===== src/rtl/rsa_modexp.sv =====
// Square-and-multiply modular exponentiation (result = base^exp mod modulus) on a bit-serial
// interleaved modular multiplier. Optional operand range check: RSA_MODEXP_RANGE_CHECK_EN.
module rsa_modexp #(
  parameter int unsigned WIDTH = 8
) (
  input  logic             clk,
  input  logic             reset,
  input  logic             in_valid,
  output logic             in_ready,
  input  logic [WIDTH-1:0] base,
  input  logic [WIDTH-1:0] exp,
  input  logic [WIDTH-1:0] modulus,
  output logic             out_valid,
  input  logic             out_ready,
  output logic [WIDTH-1:0] result,
  output logic             out_err
);

  localparam int unsigned IW = $clog2(WIDTH);

  typedef enum logic [2:0] {
    S_IDLE, S_LOAD, S_PRE, S_SQR, S_MUL, S_FIN, S_DONE
  } state_t;

  state_t state, state_next;

  logic [WIDTH-1:0] base_r, exp_r, n_r;
  logic [WIDTH-1:0] br, acc;
  logic [WIDTH-1:0] x_sh, y_r, p_r;
  logic [IW-1:0]    cnt, idx;

  logic             accept, last, skip, range_err;
  logic [WIDTH:0]   n_ext, dbl, red, add;
  logic [WIDTH-1:0] prod;

  assign accept = in_valid && in_ready;
  assign last   = (cnt == IW'(WIDTH - 1));

`ifdef RSA_MODEXP_RANGE_CHECK_EN
  assign range_err = (base_r >= n_r) || (n_r < WIDTH'(2));
`else
  assign range_err = 1'b0;
`endif

  assign skip = (n_r < WIDTH'(2)) || range_err;

  // One multiplier step: p is kept below n, so 2p and t+y both fit in WIDTH+1 bits.
  always_comb begin
    n_ext = {1'b0, n_r};
    dbl   = {p_r, 1'b0};
    red   = (dbl >= n_ext) ? dbl - n_ext : dbl;
    add   = x_sh[WIDTH-1] ? red + {1'b0, y_r} : red;
    prod  = WIDTH'((add >= n_ext) ? add - n_ext : add);
  end

  always_ff @(posedge clk) begin
    if (reset) state <= S_IDLE;
    else       state <= state_next;
  end

  always_comb begin
    state_next = state;
    in_ready   = 1'b0;
    out_valid  = 1'b0;
    case (state)
      S_IDLE: begin
        in_ready = 1'b1;
        if (accept) state_next = S_LOAD;
      end
      S_LOAD: state_next = skip ? S_FIN : S_PRE;
      S_PRE:  if (last) state_next = S_SQR;
      S_SQR: begin
        if (last) begin
          if (exp_r[idx])      state_next = S_MUL;
          else if (idx == '0)  state_next = S_FIN;
          else                 state_next = S_SQR;
        end
      end
      S_MUL:  if (last) state_next = (idx == '0) ? S_FIN : S_SQR;
      S_FIN:  state_next = S_DONE;
      S_DONE: begin
        out_valid = 1'b1;
        if (out_ready) state_next = S_IDLE;
      end
      default: state_next = S_IDLE;
    endcase
  end

  // Each multiply's final cycle also loads the operands of the next one.
  always_ff @(posedge clk) begin
    if (reset) begin
      base_r <= '0;
      exp_r  <= '0;
      n_r    <= '0;
      br     <= '0;
      acc    <= '0;
      x_sh   <= '0;
      y_r    <= '0;
      p_r    <= '0;
      cnt    <= '0;
      idx    <= '0;
      result <= '0;
    end else begin
      case (state)
        S_IDLE: begin
          if (accept) begin
            base_r <= base;
            exp_r  <= exp;
            n_r    <= modulus;
          end
        end
        S_LOAD: begin
          x_sh <= base_r;
          y_r  <= WIDTH'(1);
          p_r  <= '0;
          cnt  <= '0;
        end
        S_PRE, S_SQR, S_MUL: begin
          x_sh <= {x_sh[WIDTH-2:0], 1'b0};
          p_r  <= prod;
          cnt  <= cnt + 1'b1;
          if (last) begin
            p_r <= '0;
            cnt <= '0;
            if (state == S_PRE) begin
              br   <= prod;
              acc  <= WIDTH'(1);
              idx  <= IW'(WIDTH - 1);
              x_sh <= WIDTH'(1);
              y_r  <= WIDTH'(1);
            end else if (state == S_SQR && exp_r[idx]) begin
              acc  <= prod;
              x_sh <= prod;
              y_r  <= br;
            end else begin
              acc  <= prod;
              idx  <= idx - 1'b1;
              x_sh <= prod;
              y_r  <= prod;
            end
          end
        end
        S_FIN: result <= skip ? '0 : acc;
        default: ;
      endcase
    end
  end

`ifdef RSA_MODEXP_RANGE_CHECK_EN
  always_ff @(posedge clk) begin
    if (reset)              out_err <= 1'b0;
    else if (state == S_FIN) out_err <= range_err;
  end
`else
  assign out_err = 1'b0;
`endif

endmodule


===== config.mk =====
export PLATFORM = sky130hd
export DESIGN_NAME = rsa_modexp
export DESIGN_NICKNAME = d
export VERILOG_FILES = /design/src/rtl/rsa_modexp.sv
export SDC_FILE = /design/constraint.sdc
export NUM_CORES = 1
export LEC_CHECK = 0
export CORE_UTILIZATION = 55
export DETAILED_ROUTE_END_ITERATION = 10
export GPL_TIMING_DRIVEN = 0
export PLACE_DENSITY = 0.87
export SYNTH_ARGS = -nofsm -noshare
export SYNTH_HDL_FRONTEND = slang
export SYNTH_SLANG_ARGS = --single-unit

===== constraint.sdc =====
create_clock -name clk -period 10.53 [get_ports clk]
set_input_delay 1.053 -clock clk [delete_from_list [all_inputs] [get_ports clk]]
set_output_delay 1.053 -clock clk [all_outputs]
set_load 0.02 [all_outputs]

==> results of run 1 <==
-- area by class of cell --
| cell class | instances | share of cell area [%] |
|---|---|---|
| Buffer | 27 | 2.31 |
| Clock buffer | 9 | 2.20 |
| Clock inverter | 7 | 1.80 |
| Inverter | 24 | 1.60 |
| Multi-Input combinational cell | 451 | 54.3 |
| Sequential cell | 81 | 28.8 |
| Tap cell | 108 | 2.40 |
| Timing Repair Buffer | 37 | 6.58 |
-- registers in the layout, summed over array words and instances, names as in the netlist --
signal / count
y_r: 8
exp_r: 8
p_r: 8
x_sh: 8
idx: 3
cnt: 3
base_r: 8
result: 8
state: 3
n_r: 8
br: 8
acc: 8
-- cell families (layout without fill, tap and decap cells) --
group	Yosys count	in the layout	share of synthesized area, %
and+or+nand+nor	216	216	19.9
AOI/OAI and AO/OA	154	154	22.0
DFF	81	81	33.1
buffers and inverters	51	104	4.50
adders and majority gates	32	32	8.63
muxes	30	30	8.56
xor gates and xnor gates	18	18	3.22
other	1	1	0.0766
-- cells in the mapped netlist, types with 4 or more instances --
| master | count |
|---|---|
| nand2_1 | 91 |
| dfxtp_1 | 81 |
| nor2_1 | 52 |
| a21oi_1 | 48 |
| o21ai_0 | 32 |
| ha_1 | 29 |
| inv_1 | 23 |
| clkbuf_1 | 21 |
| nor2b_1 | 16 |
| nand3_1 | 14 |
| mux2_2 | 13 |
| xnor2_1 | 13 |
| nor3_1 | 11 |
| a211oi_1 | 8 |
| a32oi_1 | 7 |
| mux2i_1 | 7 |
| nand2b_1 | 7 |
| o21a_1 | 7 |
| a2111oi_2 | 5 |
| mux2i_4 | 5 |
| o22a_1 | 5 |
| xor2_1 | 5 |
| and2_1 | 4 |
| o21ai_1 | 4 |
| o22ai_1 | 4 |
| or3_1 | 4 |
-- through the flow --
step                worst slack, ps  utilization, %  hold slack (ps)  cells
floorplan                      5360               -              425    583
global placement               4840            62.3              441    728
detailed placement             4600            62.3              444    728
CTS                            4550            64.9              455    744
global route                   4130            64.9              470    744
finish                         4530            64.9              454    744
-- final timing paths --
kind	startpoint	to	slack (ps)	cells after the start
worst max register to register	n_r[1]	p_r[7]	4530	23
worst min register to register	result[0]	result[0]	450	2
worst min-delay path	result[0]	result[0]	450	2
worst max-delay path	n_r[1]	p_r[7]	4530	23
-- routing by layer --
| layer | wire length, um | vias to the layer above | share of wire, % | GRT usage, % |
|---|---|---|---|---|
| li1 | - | 2162 | - | - |
| met1 | 5140 | 2130 | 41 | 33.8 |
| met2 | 6340 | 160 | 50 | 49.6 |
| met3 | 586 | 52 | 4.7 | 4.85 |
| met4 | 521 | 0 | 4.1 | 15.9 |
| met5 | 0 | - | 0 | 0 |
-- critical path: stages, from the launching register on --
cell	delay (ps)
dfxtp_1	390
inv_1	130
ha_1	320
ha_1	190
or3_1	330
nor3_2	120
o211ai_1	170
nand2_2	270
mux2_2	390
ha_1	350
o211ai_1	220
a21oi_1	70
a211oi_1	330
xnor2_1	120
mux2_2	320
ha_1	250
or4_1	510
o21ai_1	200
a21oi_1	100
nor2_1	120
o211ai_2	110
buf_12	180
mux2i_1	510
o21ai_0	150
==> results.txt, run 1 <==
WP data arrival -> 6230 ps
Initial DRC count -> 245
Minimum clock period -> 6000 ps
Register area -> 1620 um^2
Skew-Pair Late Insertion Delay -> 370 ps
Core ar. -> 8680 um^2
Post-layout instance area -> 5630 um^2
Synthesized flop and latch total -> 81
CTS root buf -> clkbuf_8
Layout cell share with drive strength beyond 1 -> 10.2%
Slew @ Worst Pin -> 892 ps
Critical Path Source Type -> flip-flop
Area growth syn-to-layout -> 14.9%
Worst Setup End Kind -> flip-flop
Final Max Slew Viols -> 0
Tcrit/Tclk final -> 57.0%
Detailed Route WL -> 12600 um
GR Util All Layers -> 28.7%
Fillers -> 715
Post-synth top flop -> dfxtp_1
Max_cap viols -> 0
Worst min path class -> flip-flop to flip-flop
Synth cell types -> 72
Via density -> 6.05
IO Pins -> 39
RePlAce Congestion -> 0.915
Final setup viols -> 0
Area leader, netlist -> dfxtp_1
Ys async rst share -> 0%
Die W -> 96.4 um
RSZ-0062 raised after global routing -> no
Most frequent cells in the layout -> 91 x nand2_1, 81 x dfxtp_1, 52 x nor2_1, 48 x a21oi_1, 37 x clkdlybuf4s50_1
Avg WL per Cell -> 16.9 um
Post-synth EDFFs -> 0
Total vias in the final route -> 4504
Effective utilization at floorplan -> 56.4%
Global route overflow -> 0
Vias in the first global route -> 4367
Outcome -> complete, no violations
# DRC -> 0
Footprint of the multi-input gates -> 3060 um^2
Antenna Nets Post-Route -> 0
Most common cell after layout, fill and taps aside -> nand2_1
H-tree Lvls -> 3
Register area share after synthesis -> 33.1%
Crit Path Max Fanout -> 9
Worst path required time -> 10750 ps
Die footprint -> 9290 um^2
Setup CP Type -> flip-flop to flip-flop
HPWL Detailed -> 9570 um
Inserted Clock Buffers -> 9
Post-synth top area share -> 33.1%
Synth Area per Inst -> 8.40 um^2
Pre-Repair DR Iteration Count -> 5
Global-route wire length before repair -> 20300 um
CTS max path bufs -> 2
Placement Cell Area -> 5400 um^2
Post-CTS resize count -> 0
Post-CTS Setup Repair Bufs -> 0
Clock sink count -> 81
Die height -> 96.4 um
Clock skew -> 13.5 ps
Row count -> 34
Fin. Hold Viols -> 0
Clock Pin Slew Worst Setup and Hold Paths -> 90 ps
Post-CTS Hold Buffers -> 0
Sum Neg Setup Slack -> 0 ps
Largest net degree at the start of global routing -> 16
Post-synth design cell area -> 4900 um^2
Antenna diodes -> 0
Syn Inst Count -> 583
Mapped Nets -> 643
Fmax -> 167 MHz
Buffers on Ports -> 37
Warnings, synthesis -> 0
Antenna violations before repair -> 0
CTS tree -> yes
Synth top area cells -> dfxtp_1 33%, ha_1 7.4%, nand2_1 7.0%
Final Net Count -> 691
Slew HR -> 40.1%
Power of run 1 is left out: the tool's default activity adds up to more than one toggle a clock period on the data nets, which glitch-free logic cannot reach.
==> run 2: changes to the inputs <==
==> constraint.sdc (replaced) <==
create_clock -name clk -period 5.9 [get_ports clk]
set_input_delay 0.59 -clock clk [delete_from_list [all_inputs] [get_ports clk]]
set_output_delay 0.59 -clock clk [all_outputs]
set_load 0.02 [all_outputs]
==> results.txt, run 2 (synthesis gave the netlist of run 1 again) <==
Fin. Hold Viols -> 0
M3 GR Usage -> 4.85%
Final Max Slew Viols -> 0
HPWL Detailed -> 9570 um
CTS max path bufs -> 2
Die height -> 96.4 um
Most common cell after layout, fill and taps aside -> nand2_1
Critical Path Source Type -> flip-flop
CP startpoint -> n_r[1]
Clock skew -> 11.7 ps
Minimum clock period -> 5640 ps
GR Util All Layers -> 28.7%
Antenna violations before repair -> 0
CTS root buf -> clkbuf_8
Buffers on Ports -> 37
Slowest-stage cell, CP -> or4_1
Skew-Pair Late Insertion Delay -> 370 ps
IO Pins -> 39
Effective utilization at floorplan -> 56.4%
Max_cap viols -> 0
Area growth syn-to-layout -> 16.3%
Met2 GRT Util -> 49.7%
Via density -> 6.07
Worst path required time -> 6160 ps
Final setup viols -> 0
Outcome -> complete, no violations
WP data arrival -> 5900 ps
Inserted Clock Buffers -> 9
Global route overflow -> 0
Core ar. -> 8680 um^2
Clock sink count -> 81
Global-route wire length before repair -> 20300 um
DP Cell Count -> 728
Most frequent cells in the layout -> 91 x nand2_1, 80 x dfxtp_1, 52 x nor2_1, 48 x a21oi_1, 37 x clkdlybuf4s50_1
H-tree Lvls -> 3
Final Net Count -> 697
Total vias in the final route -> 4552
Crit path max-delay family -> simple AND/OR/NAND/NOR gates
Crit-path most repeated cell -> ha_1
CP Cell Sequence -> inv_1 > ha_1 > ha_1 > or3_1 > nor3_2 > o211ai_1 > nand2_2 > buf_4 > mux2_2 > ha_1 > nand2b_1 > a21oi_1 > a211oi_2 > xnor2_1 > mux2_2 > ha_1 > or4_1 > o21ai_2 > a21oi_1 > nor2_1 > o211ai_2 > buf_12 > mux2i_4 > a2111oi_2
Slew HR -> 39.6%
Worst stage delay on the critical path -> 530 ps
Antenna diodes -> 0
Hold Crit Start -> result[0]
Layout cell share with drive strength beyond 1 -> 11.7%
Clock Pin Slew Worst Setup and Hold Paths -> 90 ps
Worst min path class -> flip-flop to flip-flop
Met1 Track Usage GR -> 33.8%
Tcrit/Tclk final -> 95.7%
Vias in the first global route -> 4365
Beginning of the worst register-to-register path -> n_r[1]
GR peak layer -> met2
# DRC -> 0
CTS tree -> yes
Antenna Nets Post-Route -> 0
Worst Setup End Kind -> flip-flop
Fmax -> 177 MHz
Avg WL per Cell -> 16.9 um
Largest net degree at the start of global routing -> 16
Pre-Repair DR Iteration Count -> 4
Die W -> 96.4 um
Crit Path Max Fanout -> 9
Buf/Inv on CP -> 3
Fin util -> 65.6%
Slew @ Worst Pin -> 900 ps
Detailed Route WL -> 12700 um
Setup CP Type -> flip-flop to flip-flop
Row count -> 34
Die footprint -> 9290 um^2
Final std cells w/o fill -> 750
Initial DRC count -> 243
RePlAce Congestion -> 0.915
==> run 2: per-stage QoR <==
step	hold WS, ps	setup TNS (ps)	setup slack (ps)	cell area [um^2]
5_1_grt	470	-5.59	-2.83	5700
3_5_place_dp	444	-73.3	-27.2	5400
6_report	454	0	256	5700
4_1_cts	455	0	13.8	5630
2_1_floorplan	425	0	730	4900
3_3_place_gp	441	0	207	5400
==> run 2: path summary, 6_finish.rpt <==
check	endpoint	slack (ps)	cells past startpoint
worst min-delay path	result[0]	450	2
worst max register to register	x_sh[4]	260	24
worst max-delay path	x_sh[4]	260	24
worst min register to register	result[0]	450	2
==> run 2: cell type report <==
cell class / count / area [um^2]
clock inverter: 7 / 101
multi-input combinational: 451 / 3080
sequential: 81 / 1620
fill: 705 / 2980
timing repair buffer: 43 / 415
inverter: 24 / 90.1
clock buffer: 9 / 124
buffer: 27 / 130
tap: 108 / 135
==> run 2: worst register-to-register path: cells and delay by family (launching register included) <==
kind            cells  cell delay (ps)
compound gates      7             1240
xor+xnor            1              100
fa+ha+maj           4             1100
buf+inv             3              430
flops               1              360
mux                 3              880
simple gates        6             1420
==> run 2: layer usage <==
metal / up-vias / part of all wire (%)
met4: 0 / 4.0
met1: 2157 / 40
met3: 44 / 5.2
li1: 2177 / -
met5: - / 0
met2: 174 / 51
==> run 2: timing repair <==
action,4_1_cts,5_1_grt
gates cloned,0,0
setup endpoints to repair,5,40
pin swaps,0,3
setup buffers,0,6
hold buffers,0,0
gates resized for setup,1,4
Power of run 2 is left out for the same reason.
==> run 3: changes to the inputs <==
--- a/config.mk
+++ b/config.mk
@@ -6,8 +6,10 @@
 export NUM_CORES = 1
 export LEC_CHECK = 0
 export CORE_UTILIZATION = 55
+export CTS_BUF_LIST = sky130_fd_sc_hd__clkbuf_4 sky130_fd_sc_hd__clkbuf_8
 export DETAILED_ROUTE_END_ITERATION = 10
 export GPL_TIMING_DRIVEN = 0
+export MAX_ROUTING_LAYER = met4
 export PLACE_DENSITY = 0.87
 export SYNTH_ARGS = -nofsm -noshare
 export SYNTH_HDL_FRONTEND = slang
==> results.txt, run 3 (synthesis gave the netlist of run 1 again) <==
Outcome -> complete, no violations
Inserted Clock Buffers -> 9
Clock sink count -> 81
Core ar. -> 8680 um^2
Global route overflow -> 0
Total vias in the final route -> 4465
RePlAce Congestion -> 0.934
GR Util All Layers -> 28.7%
Setup CP Type -> flip-flop to flip-flop
Final Max Slew Viols -> 0
Final Net Count -> 696
Antenna diodes -> 0
Minimum clock period -> 5600 ps
Pre-Repair DR Iteration Count -> 5
Crit Path Max Fanout -> 9
Most frequent cells in the layout -> 91 x nand2_1, 80 x dfxtp_1, 52 x nor2_1, 48 x a21oi_1, 37 x clkdlybuf4s50_1
Most common cell after layout, fill and taps aside -> nand2_1
Row count -> 34
GR peak layer -> met2
Placement Cell Area -> 5400 um^2
Largest net degree at the start of global routing -> 16
Worst min path class -> flip-flop to flip-flop
Final setup viols -> 0
Tcrit/Tclk final -> 94.9%
Via density -> 5.96
M3 GR Usage -> 3.91%
Fmax -> 179 MHz
Fin. Hold Viols -> 0
Layout cell share with drive strength beyond 1 -> 11.4%
HPWL Detailed -> 9220 um
Max_cap viols -> 0
Initial DRC count -> 294
Die footprint -> 9290 um^2
CTS tree -> yes
Die height -> 96.4 um
# DRC -> 0
Slew HR -> 43.7%
Fillers -> 726
Avg WL per Cell -> 16.6 um
Effective utilization at floorplan -> 56.4%
Detailed Route WL -> 12400 um
Met1 Track Usage GR -> 33.9%
CTS max path bufs -> 2
WP data arrival -> 5850 ps
Clock skew -> 13.5 ps
Skew-Pair Late Insertion Delay -> 350 ps
Met2 GRT Util -> 48.7%
Register area -> 1620 um^2
Buffers on Ports -> 37
Antenna Nets Post-Route -> 0
Footprint of the multi-input gates -> 3070 um^2
IO Pins -> 39
Die W -> 96.4 um
Global-route wire length before repair -> 19800 um
Clock Pin Slew Worst Setup and Hold Paths -> 90 ps
Vias in the first global route -> 4190
CTS root buf -> clkbuf_8
Antenna violations before repair -> 0
Worst path required time -> 6150 ps
Critical Path Source Type -> flip-flop
Post-layout instance area -> 5710 um^2
Worst Setup End Kind -> flip-flop
Slew @ Worst Pin -> 838 ps
H-tree Lvls -> 3
Area growth syn-to-layout -> 16.5%
[run 3: cell types whose count changed in the layout (fill, tap and decap cells not counted)]
cell / before / now
o21ai_2: 1 / 0
bufinv_16: 2 / 3
o21ai_1: 3 / 4
clkinvlp_4: 1 / 0
buf_4: 7 / 6
[run 3: final timing paths]
kind         cells past startpoint  slack (ps)      end    from
max reg2reg                     23         300  x_sh[4]  n_r[1]
min reg2reg                      2         450   acc[1]  acc[1]
max                             23         300  x_sh[4]  n_r[1]
min                              2         450   acc[1]  acc[1]
[run 3: final cells by class]
type	count	share of cell area (%)
timing repair buffer	42	7.15
tap	108	2.37
clock inverter	7	2.17
sequential	81	28.4
inverter	24	1.58
clock buffer	9	2.17
buffer	27	2.28
multi-input combinational	451	53.9
[run 3: repair_timing]
action                                  in CTS  in global routing
setup buffers                                0                  5
gates resized for setup                      0                  4
endpoints found under the setup margin       0                 39
hold buffers                                 0                  0
[run 3: critical path, cell delays in order, from the launching register on]
cell and delay, ps:
dfxtp_2 370, inv_1 100, ha_1 330, ha_1 180, or3_1 330, nor3_2 140
o211ai_1 170, nand2_2 230, mux2_2 380, ha_1 350, o211ai_1 190, a21oi_1 70
a211oi_2 230, xnor2_1 90, mux2_2 320, ha_1 250, or4_1 510, o21ai_1 180
a21oi_1 100, nor2_1 120, o211ai_2 120, buf_12 180, mux2i_4 220, a2111oi_2 340
[run 3: per-layer routing]
layer / part of all wire, % / up-vias
met5: 0 / -
met4: 2.5 / 0
met3: 4.7 / 26
met2: 51 / 169
met1: 41 / 2100
li1: - / 2170
[run 3: stage by stage]
step / utilization [%] / hold slack (ps) / setup TNS, ps / cells / worst slack [ps]
detailed placement: 62.3 / 442 / 0 / 728 / 67.0
CTS: 65.1 / 455 / 0 / 744 / 58.0
finish: 65.8 / 453 / 0 / 749 / 298
global placement: 62.3 / 441 / 0 / 728 / 203
global route: 65.8 / 481 / -71.0 / 749 / -31.3
floorplan: - / 425 / 0 / 583 / 730
Power of run 3 is left out for the same reason.
